### config.mk
export PLATFORM = sky130hd
export DESIGN_NAME = bridge_decoder
export DESIGN_NICKNAME = d
export VERILOG_FILES = /design/src/rtl/bridge_decoder.sv
export SDC_FILE = /design/constraint.sdc
export NUM_CORES = 1
export LEC_CHECK = 0
export CAP_MARGIN = 10
export CORE_AREA = 3 3 124 126
export DETAILED_ROUTE_END_ITERATION = 8
export DIE_AREA = 0 0 127 129
export DONT_BUFFER_PORTS = 1
export GPL_TIMING_DRIVEN = 0
export PLACE_DENSITY = 0.51
export SLEW_MARGIN = 0
export SYNTH_ARGS = -nofsm -noshare
export SYNTH_HDL_FRONTEND = slang
export SYNTH_SLANG_ARGS = --single-unit
### constraint.sdc
create_clock -name clk -period 3.65 [get_ports clk]
set_input_delay 0.5475 -clock clk [delete_from_list [all_inputs] [get_ports clk]]
set_output_delay 0.5475 -clock clk [all_outputs]
set_load 0.02 [all_outputs]
### src/rtl/bridge_decoder.sv
// Address decoder for a simple host bus fanning out to N_SLAVES bridge slaves, with read timeout.
// Define BRIDGE_DECODER_ERR_COUNT_EN to build the saturating decode/timeout error counter.
module bridge_decoder #(
  parameter int                      N_SLAVES       = 4,
  // Slot 0 occupies the least significant 32 bits, so it is the rightmost literal.
  parameter logic [N_SLAVES*32-1:0]  SLAVE_BASE     = {32'h0000_0000, 32'h2000_0000,
                                                       32'h1000_0000, 32'hF800_0000},
  parameter logic [N_SLAVES*32-1:0]  SLAVE_MASK     = {32'hF000_0000, 32'hF000_0000,
                                                       32'hF000_0000, 32'hFFFF_FF00},
  parameter int                      TIMEOUT_CYCLES = 15
) (
  input  logic                     clk,
  input  logic                     reset,
  input  logic [31:0]              addr,
  input  logic                     wr,
  input  logic [31:0]              wr_data,
  input  logic                     rd,
  output logic [31:0]              rd_data,
  output logic                     rd_data_valid,
  output logic [31:0]              s_addr,
  output logic [31:0]              s_wr_data,
  output logic [N_SLAVES-1:0]      s_wr,
  output logic [N_SLAVES-1:0]      s_rd,
  input  logic [N_SLAVES*32-1:0]   s_rd_data,
  input  logic [N_SLAVES-1:0]      s_rd_data_valid,
  output logic [15:0]              err_count
);

  localparam int IDX_W = (N_SLAVES > 1) ? $clog2(N_SLAVES) : 1;
  localparam int CNT_W = 8;

  typedef enum logic {IDLE, WAIT_RD} state_t;

  state_t               state_reg, state_next;
  logic [N_SLAVES-1:0]  hit, first_hit;
  logic                 any_hit;
  logic [IDX_W-1:0]     hit_idx;
  logic [31:0]          slot_data [N_SLAVES];

  logic [IDX_W-1:0]     sel_reg, sel_next;
  logic [CNT_W-1:0]     wait_cnt_reg, wait_cnt_next;
  logic [N_SLAVES-1:0]  s_wr_reg, s_wr_next, s_rd_reg, s_rd_next;
  logic [31:0]          s_addr_reg, s_wr_data_reg, rd_data_reg, rd_data_next;
  logic                 rd_valid_reg, rd_valid_next;
  logic                 sel_valid, timeout;

  genvar gi;
  generate
    for (gi = 0; gi < N_SLAVES; gi++) begin : g_slot
      assign hit[gi] = (addr & SLAVE_MASK[gi*32 +: 32]) == SLAVE_BASE[gi*32 +: 32];
      assign slot_data[gi] = s_rd_data[gi*32 +: 32];
    end
  endgenerate

  // Isolating the lowest set bit gives lowest-index priority on overlapping windows.
  assign first_hit = hit & (~hit + N_SLAVES'(1));
  assign any_hit   = |hit;

  always_comb begin
    hit_idx = '0;
    for (int i = N_SLAVES - 1; i >= 0; i--) begin
      if (hit[i]) hit_idx = IDX_W'(i);
    end
  end

  assign sel_valid = s_rd_data_valid[sel_reg];
  assign timeout   = (wait_cnt_reg == CNT_W'(TIMEOUT_CYCLES - 1));

  always_ff @(posedge clk) begin
    if (reset) state_reg <= IDLE;
    else       state_reg <= state_next;
  end

  always_comb begin
    state_next = state_reg;
    case (state_reg)
      IDLE:    if (rd && any_hit) state_next = WAIT_RD;
      WAIT_RD: if (sel_valid || timeout) state_next = IDLE;
      default: state_next = IDLE;
    endcase
  end

  always_comb begin
    s_wr_next     = (wr && any_hit) ? first_hit : '0;
    s_rd_next     = '0;
    rd_valid_next = 1'b0;
    rd_data_next  = rd_data_reg;
    sel_next      = sel_reg;
    wait_cnt_next = wait_cnt_reg;
    case (state_reg)
      IDLE: begin
        if (rd) begin
          if (any_hit) begin
            s_rd_next     = first_hit;
            sel_next      = hit_idx;
            wait_cnt_next = '0;
          end else begin
            rd_valid_next = 1'b1;
            rd_data_next  = 32'hFFFF_FFFF;
          end
        end
      end
      WAIT_RD: begin
        wait_cnt_next = wait_cnt_reg + CNT_W'(1);
        // A slave answer in the timeout cycle still wins over the timeout.
        if (sel_valid) begin
          rd_valid_next = 1'b1;
          rd_data_next  = slot_data[sel_reg];
        end else if (timeout) begin
          rd_valid_next = 1'b1;
          rd_data_next  = 32'hFFFF_FFFF;
        end
      end
      default: ;
    endcase
  end

  always_ff @(posedge clk) begin
    if (reset) begin
      s_wr_reg      <= '0;
      s_rd_reg      <= '0;
      s_addr_reg    <= '0;
      s_wr_data_reg <= '0;
      rd_data_reg   <= '0;
      rd_valid_reg  <= 1'b0;
      sel_reg       <= '0;
      wait_cnt_reg  <= '0;
    end else begin
      s_wr_reg     <= s_wr_next;
      s_rd_reg     <= s_rd_next;
      rd_data_reg  <= rd_data_next;
      rd_valid_reg <= rd_valid_next;
      sel_reg      <= sel_next;
      wait_cnt_reg <= wait_cnt_next;
      if (wr || rd) begin
        s_addr_reg    <= addr;
        s_wr_data_reg <= wr_data;
      end
    end
  end

`ifdef BRIDGE_DECODER_ERR_COUNT_EN
  logic [15:0] err_count_reg;
  logic [1:0]  err_inc;
  logic [16:0] err_sum;

  // A dropped host read and a timeout can land in the same cycle: two events.
  always_comb begin
    err_inc = {1'b0, rd && (state_reg == IDLE) && !any_hit}
            + {1'b0, rd && (state_reg == WAIT_RD)}
            + {1'b0, (state_reg == WAIT_RD) && !sel_valid && timeout};
    err_sum = {1'b0, err_count_reg} + {15'd0, err_inc};
  end

  always_ff @(posedge clk) begin
    if (reset)           err_count_reg <= '0;
    else if (err_sum[16]) err_count_reg <= 16'hFFFF;
    else                 err_count_reg <= err_sum[15:0];
  end

  assign err_count = err_count_reg;
`else
  assign err_count = 16'd0;
`endif

  assign s_wr          = s_wr_reg;
  assign s_rd          = s_rd_reg;
  assign s_addr        = s_addr_reg;
  assign s_wr_data     = s_wr_data_reg;
  assign rd_data       = rd_data_reg;
  assign rd_data_valid = rd_valid_reg;

endmodule
==> flow_summary.yaml <==
place:
  place_hpwl_mm: 12.4
  dpl.cell_count: 709
  pre_cts_ws_ns: 1.12
  place_area_sq_mm: 0.00528
  port_buffers: 0
  gp_congestion: 0.846
timing:
  worst_hold_slack_ns: 0.206
  drv_slew: 0
  min_period_over_period_pct: 58.1
  fmax_mhz: 472
  fin_skew_ns: 0.00656
  relSlewSlack_pct: 44.1
  finalSetupTns_ns: 0
  finalCriticalPeriod_ns: 2.12
  final-hold-violation-count: 0
  rsz0062_at_grt: "false"
  setup_viol: 0
  tightest_slew_ns: 0.835
  fin_ws_ns: 1.53
yosys:
  syn_area_sq_mm: 0.00500
  ys_warn_count: 0
  synth-seq-cells: 116
  seq_area_frac_synth_pct: 46.5
  synth_top_area_share_pct: 46.5
  syn_inst: 510
  synth.avg_cell_area_sq_um: 9.80
  yosys-top-cells-area: "dfxtp_1 46%, mux4_2 15%, nand2_1 10%"
  synth_cell_types: 38
  yosysTopAreaCell: "dfxtp_1"
cts:
  post_cts_buffers: 0
  clkTransAtPathRegs_ns: 0.05
  insertion_delay_ns: 0.41
  clock-sinks: 116
  clockRootBuffer: "clkbuf_16"
  clock_path_buffers: 2
  cts_resized: 0
  cts_max_level: 4
  ctsHoldBuffers: 0
  cts_tree: "built"
  cts_buffers: 17
pwr:
  vdd_drop_max_mv: 0.302
  power_leakage_nw: 2.16
  powerDensity_mw_per_mm2: 583
die:
  start_util_pct: 34.6
  io_pins: 321
  core.rowCount: 44
  die_height_um: 129
  die_x_um: 127
  core_sq_mm: 0.0144
  dieArea_sq_mm: 0.0164
global_route:
  antenna_found_initial: 1
  overflow: 0
  grtUsageTotal_pct: 18.3
  grt_pass1_vias: 4074
  grt_pass1_wl_mm: 23.0
  grt_max_degree: 17
drt:
  dr.first_iter.drc_count: 160
  drc_errors: 0
  ant_nets: 0
  drt-pass1-iter-count: 4
  finalWirelength_mm: 15.7
  via_count: 4044
  via_per_inst: 5.46
  drt-wirelength-per-cell_um: 21.2
setup_path:
  crit_arrival_ns: 2.41
  cp.required_ns: 3.94
  r2r_slack_ns: 1.53
  start_kind: "register"
  crit_path_start: "sel_reg[0]"
  crit_fanout: 10
  timing.rr.start: "sel_reg[0]"
  cp-end-kind: "register"
  timing.rr.end: "rd_data[11]"
  crit_end: "rd_data[11]"
  crit_type: "reg2reg"
  rr_worst_depth: 4
cells_and_area:
  area_growth_pct: 17.5
  final_common_cell: "nand2_1"
  fill_cells: 1436
  layout_common_cells: "139 x nand2_1, 116 x dfxtp_1, 67 x a21oi_1"
  drive_gt1_share_pct: 15.6
  finalNonFillerCells: 741
  fin_area_sq_mm: 0.00587
  layout.nets: 746
worst_hold_path:
  hp-start: "addr[29]"
  hp-class: "in2reg"
job:
  cap_violations: 0
outcome:
  status: "finished, final reports clean"
worst max-delay path, stage by stage (launching register included):
cell	delay [ns]
dfxtp_1	0.30
buf_2	0.23
buf_1	0.65
mux4_2	0.60
o221a_1	0.22
worst min-delay path by stage:
stage | slack [ns] | to | cells after the start
finish | 0.21 | s_rd[3] | 1
global route | 0.18 | s_rd[3] | 1
CTS | 0.18 | s_rd[3] | 1
detailed placement | 0.50 | wait_cnt_reg[6] | 2
global placement | 0.48 | wait_cnt_reg[3] | 2
floorplan | 0.47 | wait_cnt_reg[6] | 2
layer usage:
metal | up-vias | GRT usage [%] | share of wire, %
li1 | 1873 | - | -
met1 | 1945 | 19.8 | 36
met2 | 204 | 31.8 | 52
met3 | 22 | 7.47 | 10
met4 | 0 | 7.38 | 2.0
met5 | - | 0 | 0
per-stage QoR:
stage / total power, W / utilization [%]
2_1_floorplan: 0.00173 / -
3_3_place_gp: 0.00179 / 36.6
3_5_place_dp: 0.00180 / 36.6
4_1_cts: 0.00347 / 40.7
5_1_grt: 0.00356 / 40.7
6_report: 0.00343 / 40.7
cell type report:
class                           count  area (sq um)  share of cell area, %
Multi-Input combinational cell    348          2420                   41.2
Sequential cell                   116          2320                   39.6
Clock buffer                       22           454                   7.74
Buffer                             56           294                   5.01
Tap cell                          184           230                   3.92
Clock inverter                      9           130                   2.22
Inverter                            5          18.8                  0.320
Antenna cell                        1          2.50                 0.0426
kinds of logic (layout without fill, tap and decap cells):
family | Yosys count | count (layout) | share of synthesized area, %
fa+ha+maj | 2 | 2 | 0.501
mux | 33 | 33 | 14.9
flops | 116 | 116 | 46.5
compound gates | 114 | 114 | 16.2
other cells | 1 | 17 | 0.0750
buf+inv | 61 | 92 | 6.26
xor+xnor | 1 | 1 | 0.175
simple gates | 182 | 182 | 15.4
power by group:
group          switching [W]  leakage (nW)  internal (W)
clock network       0.000573         0.272       0.00108
logic               0.000139         0.923      0.000121
registers           0.000157         0.960       0.00135
total               0.000870          2.16       0.00256
synthesized netlist by cell type:
library cell and number:
nand2_1 139, dfxtp_1 116, a21oi_1 67, mux4_2 33
o221a_1 31, clkbuf_1 30, buf_4 16, nor2_1 9
nor3_1 8, o21ai_0 7, buf_1 6, nand3_1 6
inv_1 4, or3_1 4, buf_6 3, nor4_1 3
ha_1 2, nand4_1 2, nor4bb_1 2, o21a_1 2
o21ai_4 2, or2_2 2, a2111oi_0 1, a31o_2 1
a32o_1 1, and2_1 1, and3_1 1, buf_2 1
clkinv_1 1, conb_1 1, nand2b_1 1, nand4b_1 1
nor3b_1 1, o21ai_1 1, o221a_2 1, or4_4 1
or4b_1 1, xnor2_1 1
Note: power is estimated with default switching activity, not from simulation.
